## src/rtl/fifo_buffer_vr.sv

```systemverilog
// Valid/ready FIFO ahead of a round-robin arbiter port.
// Registered occupancy drives both handshake flags; head is read from the array.
module fifo_buffer_vr #(
  parameter int Width = 32,
  parameter int Depth = 4
) (
  input  logic                       clk,
  input  logic                       rst,
  input  logic                       in_valid,
  input  logic [Width-1:0]           in_data,
  output logic                       in_ready,
  output logic                       out_valid,
  output logic [Width-1:0]           out_data,
  input  logic                       out_ready,
  output logic [$clog2(Depth+1)-1:0] count
);

  localparam int PW = $clog2(Depth);
  localparam int CW = $clog2(Depth+1);
  localparam logic [CW-1:0] DEPTH_C = CW'(Depth);

  logic [Width-1:0] r_mem [Depth];
  logic [PW-1:0]    r_wptr;
  logic [PW-1:0]    r_rptr;
  logic [CW-1:0]    r_count;

  logic w_full;
  logic w_empty;
  logic w_push;
  logic w_pop;

  assign w_full  = (r_count == DEPTH_C);
  assign w_empty = (r_count == '0);
  assign w_push  = in_valid && !w_full;
  assign w_pop   = out_ready && !w_empty;

  assign in_ready  = !w_full;
  assign out_valid = !w_empty;
  assign out_data  = r_mem[r_rptr];
  assign count     = r_count;

  // Storage write; contents need no reset since occupancy gates visibility.
  always_ff @(posedge clk) begin
    if (!rst && w_push) begin
      r_mem[r_wptr] <= in_data;
    end
  end

  // Pointer advance; wrap happens by natural overflow.
  always_ff @(posedge clk) begin
    if (rst) begin
      r_wptr <= '0;
      r_rptr <= '0;
    end else begin
      if (w_push) r_wptr <= r_wptr + PW'(1);
      if (w_pop)  r_rptr <= r_rptr + PW'(1);
    end
  end

  // Occupancy tracking; simultaneous push and pop leaves it unchanged.
  always_ff @(posedge clk) begin
    if (rst) begin
      r_count <= '0;
    end else begin
      unique case ({w_push, w_pop})
        2'b10:   r_count <= r_count + CW'(1);
        2'b01:   r_count <= r_count - CW'(1);
        default: r_count <= r_count;
      endcase
    end
  end

  a_count_max : assert property (
    @(posedge clk) disable iff (rst) r_count <= DEPTH_C);

  a_head_stable : assert property (
    @(posedge clk) disable iff (rst)
    (out_valid && !out_ready) |=> $stable(out_data));

  a_no_push_full : assert property (
    @(posedge clk) disable iff (rst) !(w_push && w_full));

endmodule

```

## config.mk

```make
export PLATFORM = sky130hd
export DESIGN_NAME = fifo_buffer_vr
export DESIGN_NICKNAME = d
export VERILOG_FILES = /design/src/rtl/fifo_buffer_vr.sv
export SDC_FILE = /design/constraint.sdc
export NUM_CORES = 1
export LEC_CHECK = 0
export ABC_AREA = 1
export BUFFER_PORTS_ARGS = -buffer_cell sky130_fd_sc_hd__buf_2
export CORE_MARGIN = 8
export CORE_UTILIZATION = 61
export CTS_CLUSTER_SIZE = 8
export DETAILED_ROUTE_END_ITERATION = 12
export PLACE_DENSITY = 0.89
export SLEW_MARGIN = 20
export SYNTH_ARGS = -nofsm -noshare
export SYNTH_HDL_FRONTEND = slang
export SYNTH_SLANG_ARGS = --single-unit
```

## constraint.sdc

```tcl
create_clock -name clk -period 5.95 [get_ports clk]
set_input_delay 0.2975 -clock clk [delete_from_list [all_inputs] [get_ports clk]]
set_output_delay 0.2975 -clock clk [all_outputs]
set_load 0.01 [all_outputs]
```

== Word level (Yosys, flattened, before mapping) ==
Memory sizes are Yosys's and may differ from the RTL's. A register that Yosys moved wholly into a read port is not among the register bits.
Index checks and enable logic that the tools add are counted.
Widths: inputs -> output; s select.

* Bits of input ports: 36
* Memories kept: 1
* RAM bits: 128
* Bits in latches: 0
* Bits in read-only memories: 0
* Flip-flop bits (word level): 7

* $mul: 0
* Mux-type cells: 5
* Bitwise logic cells: 0
* $add $sub $neg: 4
* Shift-type cells: 0
* Reductions and logical operators: 8
* Equal/unequal tests: 3
* Magnitude comparators: 0
* Div/mod/pow operators: 0

{| class="wikitable"
|+ Memories
! name !! words !! width !! read ports !! clocked after memory_dff !! write ports !! line !! text
|-
| r_mem || 4 || 32 || 1 || 1 || 1 || 22 || <nowiki>logic [Width-1:0] r_mem [Depth];</nowiki>
|}

{| class="wikitable"
|+ Operator list
! operator !! count
|-
| $pmux 3 s2 || 1
|-
| $add 2x1->2 const B || 2
|-
| $mux 2 || 2
|-
| $add 3x1->3 const B || 1
|-
| $eq 3x3->1 const B || 1
|-
| $logic_and 1x1->1 || 3
|-
| $logic_not 1->1 || 3
|-
| $logic_not 3->1 || 1
|-
| $sub 3x1->3 const B || 1
|-
| $eq 2x1->1 const B || 1
|-
| $eq 2x2->1 const B || 1
|-
| $mux 1 || 2
|-
| $reduce_bool 2->1 || 1
|}

== Depth between registers and ports, before layout ==
Gate-level depths: netlist (run 1).

* Depth in word-level cells: 6
* Gate-level depth with buffers: 13
* Depth with buffers taken out: 13

== Worst setup path before layout (run 1) ==
No wires, ideal clock.

* Path kind: register -> register
* From: register r_count[1], in the netlist count[1]
* To: memory r_mem[0][0], enable pin
* Path slack: 3,372 ps
* Buffers on the path: 0
* Cell stages (with the launch flop): 5
* Required time: 5,529 ps
* Library setup time: 421 ps
* Arrival: 2,157 ps
* Period minus slack after synthesis: 2,578 ps
* Cell sequence: dfxtp_1 -> nor2_4 -> a21boi_2 -> nand2_1 -> nor2_1

* Cells in the longest elaborated chain, start to end: 6

{| class="wikitable"
|+ RTL lines
! item !! line !! text
|-
| start: declaration || 25 || <nowiki>logic [CW-1:0] r_count;</nowiki>
|-
| start signal: assignment || 66 || <nowiki>2'b10: r_count <= r_count + CW'(1);</nowiki>
|-
| start signal: assignment || 67 || <nowiki>2'b01: r_count <= r_count - CW'(1);</nowiki>
|-
| start signal: assignment || 68 || <nowiki>default: r_count <= r_count;</nowiki>
|-
| $eq 3x3->1 || 32 || <nowiki>assign w_full = (r_count == DEPTH_C);</nowiki>
|-
| $logic_not 1->1 || 34 || <nowiki>assign w_push = in_valid && !w_full;</nowiki>
|-
| $logic_and 1x1->1 || 34 ||
|-
| $logic_and 1x1->1 || 44 || <nowiki>if (!rst && w_push) begin</nowiki>
|-
| $mux 1 || 44 ||
|-
| $mux 1 (not written as such) || 45 || <nowiki>r_mem[r_wptr] <= in_data;</nowiki>
|-
| end: declaration || 22 ||
|}

Every way passes these cells.

==> results of run 1 <==
timing repair:
item                      CTS  global route
gates resized for setup     0             0
hold endpoints to repair  117             0
hold buffers               31             0
cell families (layout without fill, tap and decap cells):
| family | Yosys count | after routing |
|---|---|---|
| adders and majority gates | 6 | 6 |
| buffers and inverters | 38 | 154 |
| and+or+nand+nor | 98 | 98 |
| AOI/OAI and AO/OA | 102 | 102 |
| DFF | 137 | 137 |
stage by stage:
| step | cells | setup slack, ns |
|---|---|---|
| floorplan | 381 | 3.37 |
| global placement | 542 | 3.63 |
| detailed placement | 542 | 3.57 |
| CTS | 605 | 2.88 |
| global route | 605 | 3.20 |
| finish | 605 | 3.36 |
power by group:
part / internal, µW / switching [µW]
clock: 726 / 410
combinational: 200 / 350
sequential: 1120 / 79.7
cell type report:
cell class | count | area [µm²] | share of cell area, %
flip-flops and latches | 137 | 4030 | 60.9
multi-input cells | 206 | 1060 | 16.0
repair buffers | 103 | 671 | 10.1
clock buffers | 18 | 418 | 6.32
clock inverters | 14 | 221 | 3.35
well taps | 108 | 135 | 2.04
inverters | 19 | 78.8 | 1.19
sequential cells by signal, indices dropped and copies added (netlist names), named ones only:
signal and flops:
r_mem 128, count 3, r_rptr 2, r_wptr 2
Yosys cell counts (4+ instances only):
library cell / count
buf_6: 9
inv_1: 16
dfxtp_1: 9
o21ai_1: 28
nand3_1: 4
o22ai_1: 32
nand2_1: 14
nor2_1: 76
edfxtp_1: 128
ha_1: 5
o21ai_0: 38
buf_2: 6
routing by layer:
layer / GRT usage, % / vias to the layer above / part of all wire, %
met3: 7.51 / 20 / 8.4
met4: 7.33 / 0 / 1.5
li1: - / 1606 / -
met5: 0 / - / 0
met1: 23.3 / 1720 / 38
met2: 35.1 / 194 / 53
worst reg2reg max path: cells and delay by family (launching register included):
kind	cells	cell delay, ns
compound gates	1	0.20
simple gates	3	1.19
flops	1	0.41
worst paths after layout:
path | startpoint | end | slack, ns | depth (start not counted)
max | register | out_data[22] | 3.36 | 4
min | in_data[30] | r_mem[3][30] | 0.03 | 1
max reg2reg | count[1] | r_mem[3][21] | 3.73 | 4
min reg2reg | r_rptr[1] | register | 0.51 | 2
==> impl_metrics.yaml, run 1 <==
outcome:
  status: "complete, no violations"
logic_synthesis:
  synthAdderAreaFrac_pct: 1.56
  syn_nets: 423
  synth_mux_area_share_pct: 0
  ys_seq_area_share_pct: 76.1
  synth_top_cell_area_share_pct: 72.7
  synth_edf_count: 128
  netlist_area_mm2: 0.00529
  synth-simple-area-share_pct: 7.36
  async_reset_ff_share_pct: 0
  yosysTopAreaCell: "edfxtp_1"
  ys_ff_latch: 137
  syn_inst: 381
  synth_xor_area_share_pct: 0
  synth_area_leaders: "edfxtp_1, nor2_1, o22ai_1, o21ai_0, dfxtp_1"
  synth_compound_area_share_pct: 10.5
  synth_warnings: 0
  ys.flop_type: "edfxtp_1"
  synth_cell_types: 23
  avgSynthCellArea_um2: 13.9
  synth_top_family_by_area: "compound AO/OA/AOI/OAI gates"
finish:
  drive_gt1_share_pct: 23.3
  layout-area-overhead-vs-synth_pct: 25.0
  num-fill-cells: 466
  layout.nets: 526
  final_common_cell: "edfxtp_1"
  antenna_cells: 0
  fin_util_pct: 77.3
  final_area_mm2: 0.00661
  final_cell_mix: "edfxtp_1, nor2_1, buf_2"
setup_path:
  path_class: "reg2out"
  cp.required_ns: 5.65
  arrival_ns: 2.30
  critPathTopFamily: "buffers and inverters"
  end_kind: "output port"
  cp_max_fo: 33
  critPathLaunchType: "register"
  critPathMaxStageDelay_ns: 0.52
  path_cells: "inv_2 -> o21ai_0 -> o22ai_1 -> buf_2"
  worst-path-buf-inv: 2
  critPathSlowestCell: "inv_2"
floorplan:
  pin_count: 73
  core.rowCount: 34
  core_area_mm2: 0.00855
  die_w_um: 109
  die_h_um: 109
  dieArea_mm2: 0.0119
  initial_core_util_pct: 61.9
sta:
  layout_min_cycle_time_ns: 2.59
  skew_ns: 0.00681
  maxSlewViolCount: 0
  min_period_over_period_pct: 43.6
  final.setup.tns_ns: 0
  fmax_mhz: 385
  relSlewSlack_pct: 30.7
  worst-slew-pin-transition_ns: 1.04
  hold_viol_final: 0
  setup_viol: 0
  grt_setup_unrepaired: "false"
  hold_slack_ns: 0.0306
global_route:
  antenna_found_initial: 0
  grt_max_degree: 66
  track_usage_pct: 20.6
  first_global_vias: 3549
  grt_pass1_wl_mm: 18.1
  grt_overflow: 0
cts:
  cts.sinks: 137
  post_cts_buffers: 0
  cts_made_buffers: 17
  clock_latency_ns: 0.53
  clockBufferDepth: 2
  htree_levels: 4
  path_clk_slew_ns: 0.06
  cts_root_buffer: "clkbuf_8"
  cts_tree: "done"
place:
  hpwl_mm: 6.06
  io_buffers: 72
  gp_congestion: 0.705
  place_area_mm2: 0.00566
drt:
  vias: 3540
  via_per_inst: 5.85
  routed_wl_mm: 12.0
  drcViolationCount: 0
  ant_nets: 0
  drt-initial-drc-count: 376
  dr.pass1.iters: 5
  wire_per_inst_um: 19.8
pwr:
  power_density_mw_per_mm2: 437
  leakage_uw: 0.00240
  p_total_uw: 2890
  vdd_drop_max_uv: 284
job:
  max-cap-violations: 0
worst_hold_path:
  min_path_type: "in2reg"
No activity file was read; power rests on OpenSTA's default activity.
==> run 2: changes to the inputs <==
--- a/config.mk
+++ b/config.mk
@@ -8,10 +8,10 @@
 export ABC_AREA = 1
 export BUFFER_PORTS_ARGS = -buffer_cell sky130_fd_sc_hd__buf_2
 export CORE_MARGIN = 8
-export CORE_UTILIZATION = 61
+export CORE_UTILIZATION = 51
 export CTS_CLUSTER_SIZE = 8
 export DETAILED_ROUTE_END_ITERATION = 12
-export PLACE_DENSITY = 0.89
+export PLACE_DENSITY = 0.8
 export SLEW_MARGIN = 20
 export SYNTH_ARGS = -nofsm -noshare
 export SYNTH_HDL_FRONTEND = slang
==> constraint.sdc (replaced) <==
create_clock -name clk -period 2.23 [get_ports clk]
set_input_delay 0.1115 -clock clk [delete_from_list [all_inputs] [get_ports clk]]
set_output_delay 0.1115 -clock clk [all_outputs]
set_load 0.01 [all_outputs]
==> run 2 against run 1 <==
- combinational power rose to 2.9 times the previous value
- global-route usage down 3.6 points
- power rose to 2.6 times the previous value
- sequential share of layout area is 1.4 points lower
- die area grew 17%
- setup slack worse by 3.1 ns
- flip-flop and latch count did not move
- register-to-register slack got worse by 3.4 ns
- critical path depth unchanged
- non-clock buffer count up 16
- critical endpoint is now out_data[1]
==> impl_metrics.yaml, run 2 (synthesis gave the netlist of run 1 again) <==
sta:
  fmax_mhz: 500
  final.setup.tns_ns: 0
  relSlewSlack_pct: 60.7
  grt_setup_unrepaired: "false"
  hold_viol_final: 0
  min_period_over_period_pct: 89.7
  worst-slew-pin-transition_ns: 0.589
  layout_min_cycle_time_ns: 2.00
  setup_ws_ns: 0.231
  skew_ns: 0.00684
  setup_viol: 0
  maxSlewViolCount: 0
finish:
  largest_register: "r_mem"
  regArea_mm2: 0.00403
  drive_gt1_share_pct: 24.4
  layout-area-overhead-vs-synth_pct: 27.9
  final_common_cell: "edfxtp_1"
  layout.nets: 542
  multi_input_area_mm2: 0.00106
  fin_util_pct: 66.4
  antenna_cells: 0
  largest_reg_flops: 128
  fin_cells: 649
  final_cell_mix: "edfxtp_1, nor2_1, buf_2"
  num-fill-cells: 715
outcome:
  status: "complete, no violations"
cts:
  htree_levels: 4
  post_cts_buffers: 0
  cts_tree: "done"
  path_clk_slew_ns: 0.06
  clock_latency_ns: 0.50
  cts.sinks: 137
  cts_made_buffers: 17
  clockBufferDepth: 2
  cts_root_buffer: "clkbuf_8"
setup_path:
  cp.required_ns: 2.12
  path_class: "reg2out"
  critPathLaunchType: "register"
  arrival_ns: 1.89
  end_kind: "output port"
  cp_max_fo: 24
floorplan:
  initial_core_util_pct: 51.9
  die_w_um: 118
  dieArea_mm2: 0.0139
  core.rowCount: 37
  die_h_um: 118
  core_area_mm2: 0.0102
  pin_count: 73
drt:
  drt-initial-drc-count: 296
  routed_wl_mm: 11.4
  wire_per_inst_um: 17.6
  dr.pass1.iters: 4
  ant_nets: 0
  vias: 3397
  via_per_inst: 5.23
  drcViolationCount: 0
pwr:
  vdd_drop_max_uv: 835
  clkPwrFrac_pct: 37.9
  power_density_mw_per_mm2: 1120
  p_comb_share_pct: 21.1
  p_seq_share_pct: 41.1
  swShare_pct: 28.7
  switchingPower_uw: 2170
  internal_power_uw: 5390
  leakage_uw: 0.00247
  p_total_uw: 7560
place:
  hpwl_mm: 6.78
  place_ws_ns: 0.399
  gp_congestion: 0.783
  dp.cells: 581
  io_buffers: 72
global_route:
  grt_pass1_wl_mm: 18.5
  grt_overflow: 0
  grt.met2_usage_pct: 28.4
  met3_usage_pct: 5.18
  antenna_found_initial: 0
  first_global_vias: 3582
  gr-usage-met1_pct: 19.7
  grt_max_degree: 65
  track_usage_pct: 17.0
  grt_busiest_layer: "met2"
job:
  max-cap-violations: 0
worst_hold_path:
  min_path_type: "in2reg"
[run 2: metrics by stage]
stage | hold WS [ns] | area (µm²)
after floorplan | 0.190 | 5290
after global placement | 0.301 | 5790
after detailed placement | 0.301 | 5790
after CTS | 0.334 | 6760
after global routing | 0.334 | 6770
final | 0.358 | 6770
[run 2: cell type report]
cell class	instances	share of cell area (%)
sequential	137	59.5
tap	136	2.51
multi-input combinational	206	15.6
inverter	19	1.16
clock inverter	13	2.87
timing repair buffer	119	12.1
clock buffer	19	6.23
[run 2: metal layers]
| layer | vias to the layer above | part of all wire [%] |
|---|---|---|
| met4 | 0 | 1.1 |
| li1 | 1638 | - |
| met3 | 13 | 6.0 |
| met2 | 118 | 51 |
| met1 | 1628 | 42 |
| met5 | - | 0 |
[run 2: power groups by stage]
stage / sequential (µW) / clock (µW) / combinational, µW
after global routing: 3120 / 3010 / 1760
final: 3100 / 2860 / 1590
after global placement: 3140 / 0 / 1490
after floorplan: 3110 / 0 / 1060
after CTS: 3100 / 2910 / 1610
after detailed placement: 3150 / 0 / 1540
[run 2: timing repair]
| action | in CTS | in global routing |
|---|---|---|
| resized for setup | 0 | 1 |
| setup endpoints to repair | 0 | 10 |
| hold endpoints to repair | 137 | 0 |
| hold buffers | 36 | 0 |
[run 2: path summary, 6_finish.rpt]
path,endpoint,from,slack [ns],depth (start not counted)
max,out_data[1],register,0.23,4
max reg2reg,count[2],count[2],0.37,13
min,r_mem[3][9],in_data[9],0.36,2
min reg2reg,r_wptr[1],r_wptr[1],0.53,2
[run 2: critical path: stages, from the launching register on]
cell	delay (ns)
dfxtp_4	0.52
buf_4	0.31
o21ai_0	0.13
o22ai_1	0.24
buf_2	0.18
==> run 3: changes to the inputs <==
--- a/config.mk
+++ b/config.mk
@@ -5,10 +5,10 @@
 export SDC_FILE = /design/constraint.sdc
 export NUM_CORES = 1
 export LEC_CHECK = 0
-export ABC_AREA = 1
 export BUFFER_PORTS_ARGS = -buffer_cell sky130_fd_sc_hd__buf_2
 export CORE_MARGIN = 8
 export CORE_UTILIZATION = 51
+export CTS_CLUSTER_DIAMETER = 60
 export CTS_CLUSTER_SIZE = 8
 export DETAILED_ROUTE_END_ITERATION = 12
 export PLACE_DENSITY = 0.8
==> run 3 against run 2 <==
- synthesized cell count shrank 43%
- sequential share of layout area grew 0.34 points
- clock skew grew 0.0013 ns
- maximum frequency shrank 9.9%
- routed wire length shrank 14%
- hold slack lost 0.26 ns
- flip-flop and latch count is the same
- final cell count shrank 23%
- critical path type is now reg2reg
- critical endpoint is now count[2]
==> impl_metrics.yaml, run 3 <==
global_route:
  track_usage_pct: 15.5
  antenna_found_initial: 0
  grt_overflow: 0
  grt_max_degree: 26
  grt_pass1_wl_mm: 15.1
  first_global_vias: 2837
sta:
  fmax_mhz: 451
  hold_viol_final: 0
  grt_setup_unrepaired: "true"
  worst-slew-pin-transition_ns: 0.584
  min_period_over_period_pct: 99.5
  skew_ns: 0.00810
  hold_slack_ns: 0.101
  layout_min_cycle_time_ns: 2.22
  setup_viol: 0
  relSlewSlack_pct: 60.6
  maxSlewViolCount: 0
setup_path:
  startpoint: "count[1]"
  cp_max_fo: 7
  r2r-start: "count[1]"
  arrival_ns: 2.65
  cp.required_ns: 2.66
  path_class: "reg2reg"
  critPathLaunchType: "register"
  end_kind: "register"
floorplan:
  die_w_um: 116
  initial_core_util_pct: 52.3
  core_area_mm2: 0.00973
  pin_count: 73
  die_h_um: 116
  core.rowCount: 36
  dieArea_mm2: 0.0134
worst_hold_path:
  min_from: "out_ready"
  min_path_type: "in2reg"
logic_synthesis:
  ys_top_cells_by_count: "edfxtp_1, mux4_2, dfxtp_1"
  synth_top_cell_area_share_pct: 75.6
  ys.flop_type: "edfxtp_1"
  synthAdderAreaFrac_pct: 1.62
  synth_edf_count: 128
  synth_warnings: 0
  syn_nets: 260
  synth_xor_area_share_pct: 0.689
  yosysTopAreaCell: "edfxtp_1"
  synth_area_leaders: "edfxtp_1, mux4_2, dfxtp_1, ha_1, nor2_1"
  ys_seq_area_share_pct: 79.2
  synth_compound_area_share_pct: 0.665
  synth_cell_types: 23
  ys_ff_latch: 137
  synth-simple-area-share_pct: 2.07
  netlist_area_mm2: 0.00508
  synth_most_common_cell: "edfxtp_1"
  synth_top_family_by_area: "multiplexers"
  async_reset_ff_share_pct: 0
  syn_inst: 218
  avgSynthCellArea_um2: 23.3
  synth_mux_area_share_pct: 14.7
finish:
  regArea_mm2: 0.00404
  final_cell_mix: "edfxtp_1, buf_2, dlygate4sd3_1"
  antenna_cells: 0
  largest_reg_flops: 128
  layout-area-overhead-vs-synth_pct: 32.6
  fin_cells: 498
  final_common_cell: "edfxtp_1"
  drive_gt1_share_pct: 47.4
  layout.nets: 394
  largest_register: "r_mem"
  multi_input_area_mm2: 0.00108
  num-fill-cells: 624
drt:
  via_per_inst: 5.23
  vias: 2604
  drt-initial-drc-count: 133
  dr.pass1.iters: 6
  ant_nets: 0
  drcViolationCount: 0
  routed_wl_mm: 9.79
  wire_per_inst_um: 19.7
cts:
  htree_levels: 4
  cts_tree: "done"
  clockBufferDepth: 2
  cts_made_buffers: 17
  cts_root_buffer: "clkbuf_8"
  cts.sinks: 137
  path_clk_slew_ns: 0.06
  clock_latency_ns: 0.51
place:
  io_buffers: 72
  hpwl_mm: 5.82
  gp_congestion: 0.760
  dp.cells: 428
pwr:
  leakage_uw: 0.00235
  power_density_mw_per_mm2: 1100
  vdd_drop_max_uv: 665
outcome:
  status: "complete, no violations"
job:
  max-cap-violations: 0
[run 3: cell types whose count changed after synthesis, moves of 9 or more]
| cell | previous run | this run |
|---|---|---|
| o21ai_1 | 28 | 0 |
| mux4_2 | 0 | 32 |
| inv_1 | 16 | 6 |
| buf_6 | 9 | 0 |
| nand2_1 | 14 | 0 |
| o21ai_0 | 38 | 1 |
| o22ai_1 | 32 | 0 |
| nor2_1 | 76 | 8 |
[run 3: final cells by class]
type / count / share of cell area [%]
Clock inverter: 15 / 2.45
Tap cell: 133 / 2.47
Sequential cell: 137 / 59.9
Clock buffer: 17 / 6.14
Timing Repair Buffer: 123 / 12.7
Inverter: 6 / 0.390
Multi-Input combinational cell: 67 / 16.0
[run 3: what timing repair did]
item,4_1_cts,5_1_grt
endpoints found under the hold margin,133,0
setup endpoints to repair,1,1
setup buffers,0,4
gates resized for setup,1,2
pin swaps,0,4
hold buffers,34,0
[run 3: path summary, 6_finish.rpt]
| kind | slack, ns | cells past startpoint | to |
|---|---|---|---|
| setup / recovery | 0.01 | 9 | count[2] |
| hold / removal | 0.10 | 4 | register |
| setup reg to reg | 0.01 | 9 | count[2] |
| hold reg to reg | 0.52 | 2 | r_wptr[1] |
[run 3: routing by layer]
layer | up-vias | track usage [%] | part of all wire [%]
met4 | 0 | 6.31 | 1.2
met5 | - | 0 | 0
met1 | 1350 | 17.4 | 39
met2 | 67 | 27.4 | 55
met3 | 11 | 4.12 | 4.5
li1 | 1176 | - | -
[run 3: cell families after synthesis]
family,count (synthesis)
xor gates and xnor gates,4
buffers and inverters,14
AOI/OAI and AO/OA,5
and+or+nand+nor,18
muxes,34
adders and majority gates,6
DFF,137
[run 3: power breakdown]
| group | switching, µW | internal [µW] |
|---|---|---|
| logic | 785 | 847 |
| clock network | 1080 | 1610 |
| registers | 92.0 | 3000 |
[run 3: stage by stage]
step	total power [µW]	util [%]	setup slack, ns	cell area [µm²]	TNS, ns
after global routing	7720	69.3	-0.0546	6740	-0.0546
final	7420	69.3	0.0118	6740	0
after CTS	7480	68.9	0.00584	6700	0
after global placement	4680	59.4	0.0830	5780	0
after detailed placement	4710	59.4	0.0332	5780	0
after floorplan	4150	-	-0.0727	5160	-8.88
[run 3: worst max-delay path: stages, from the launching register on]
cell and delay (ns):
dfxtp_4 0.36, or3b_4 0.39, and2_4 0.16, clkinvlp_4 0.08, ha_4 0.13, inv_2 0.04
fa_2 0.35, xor2_2 0.16, or3_4 0.33, a21oi_2 0.14
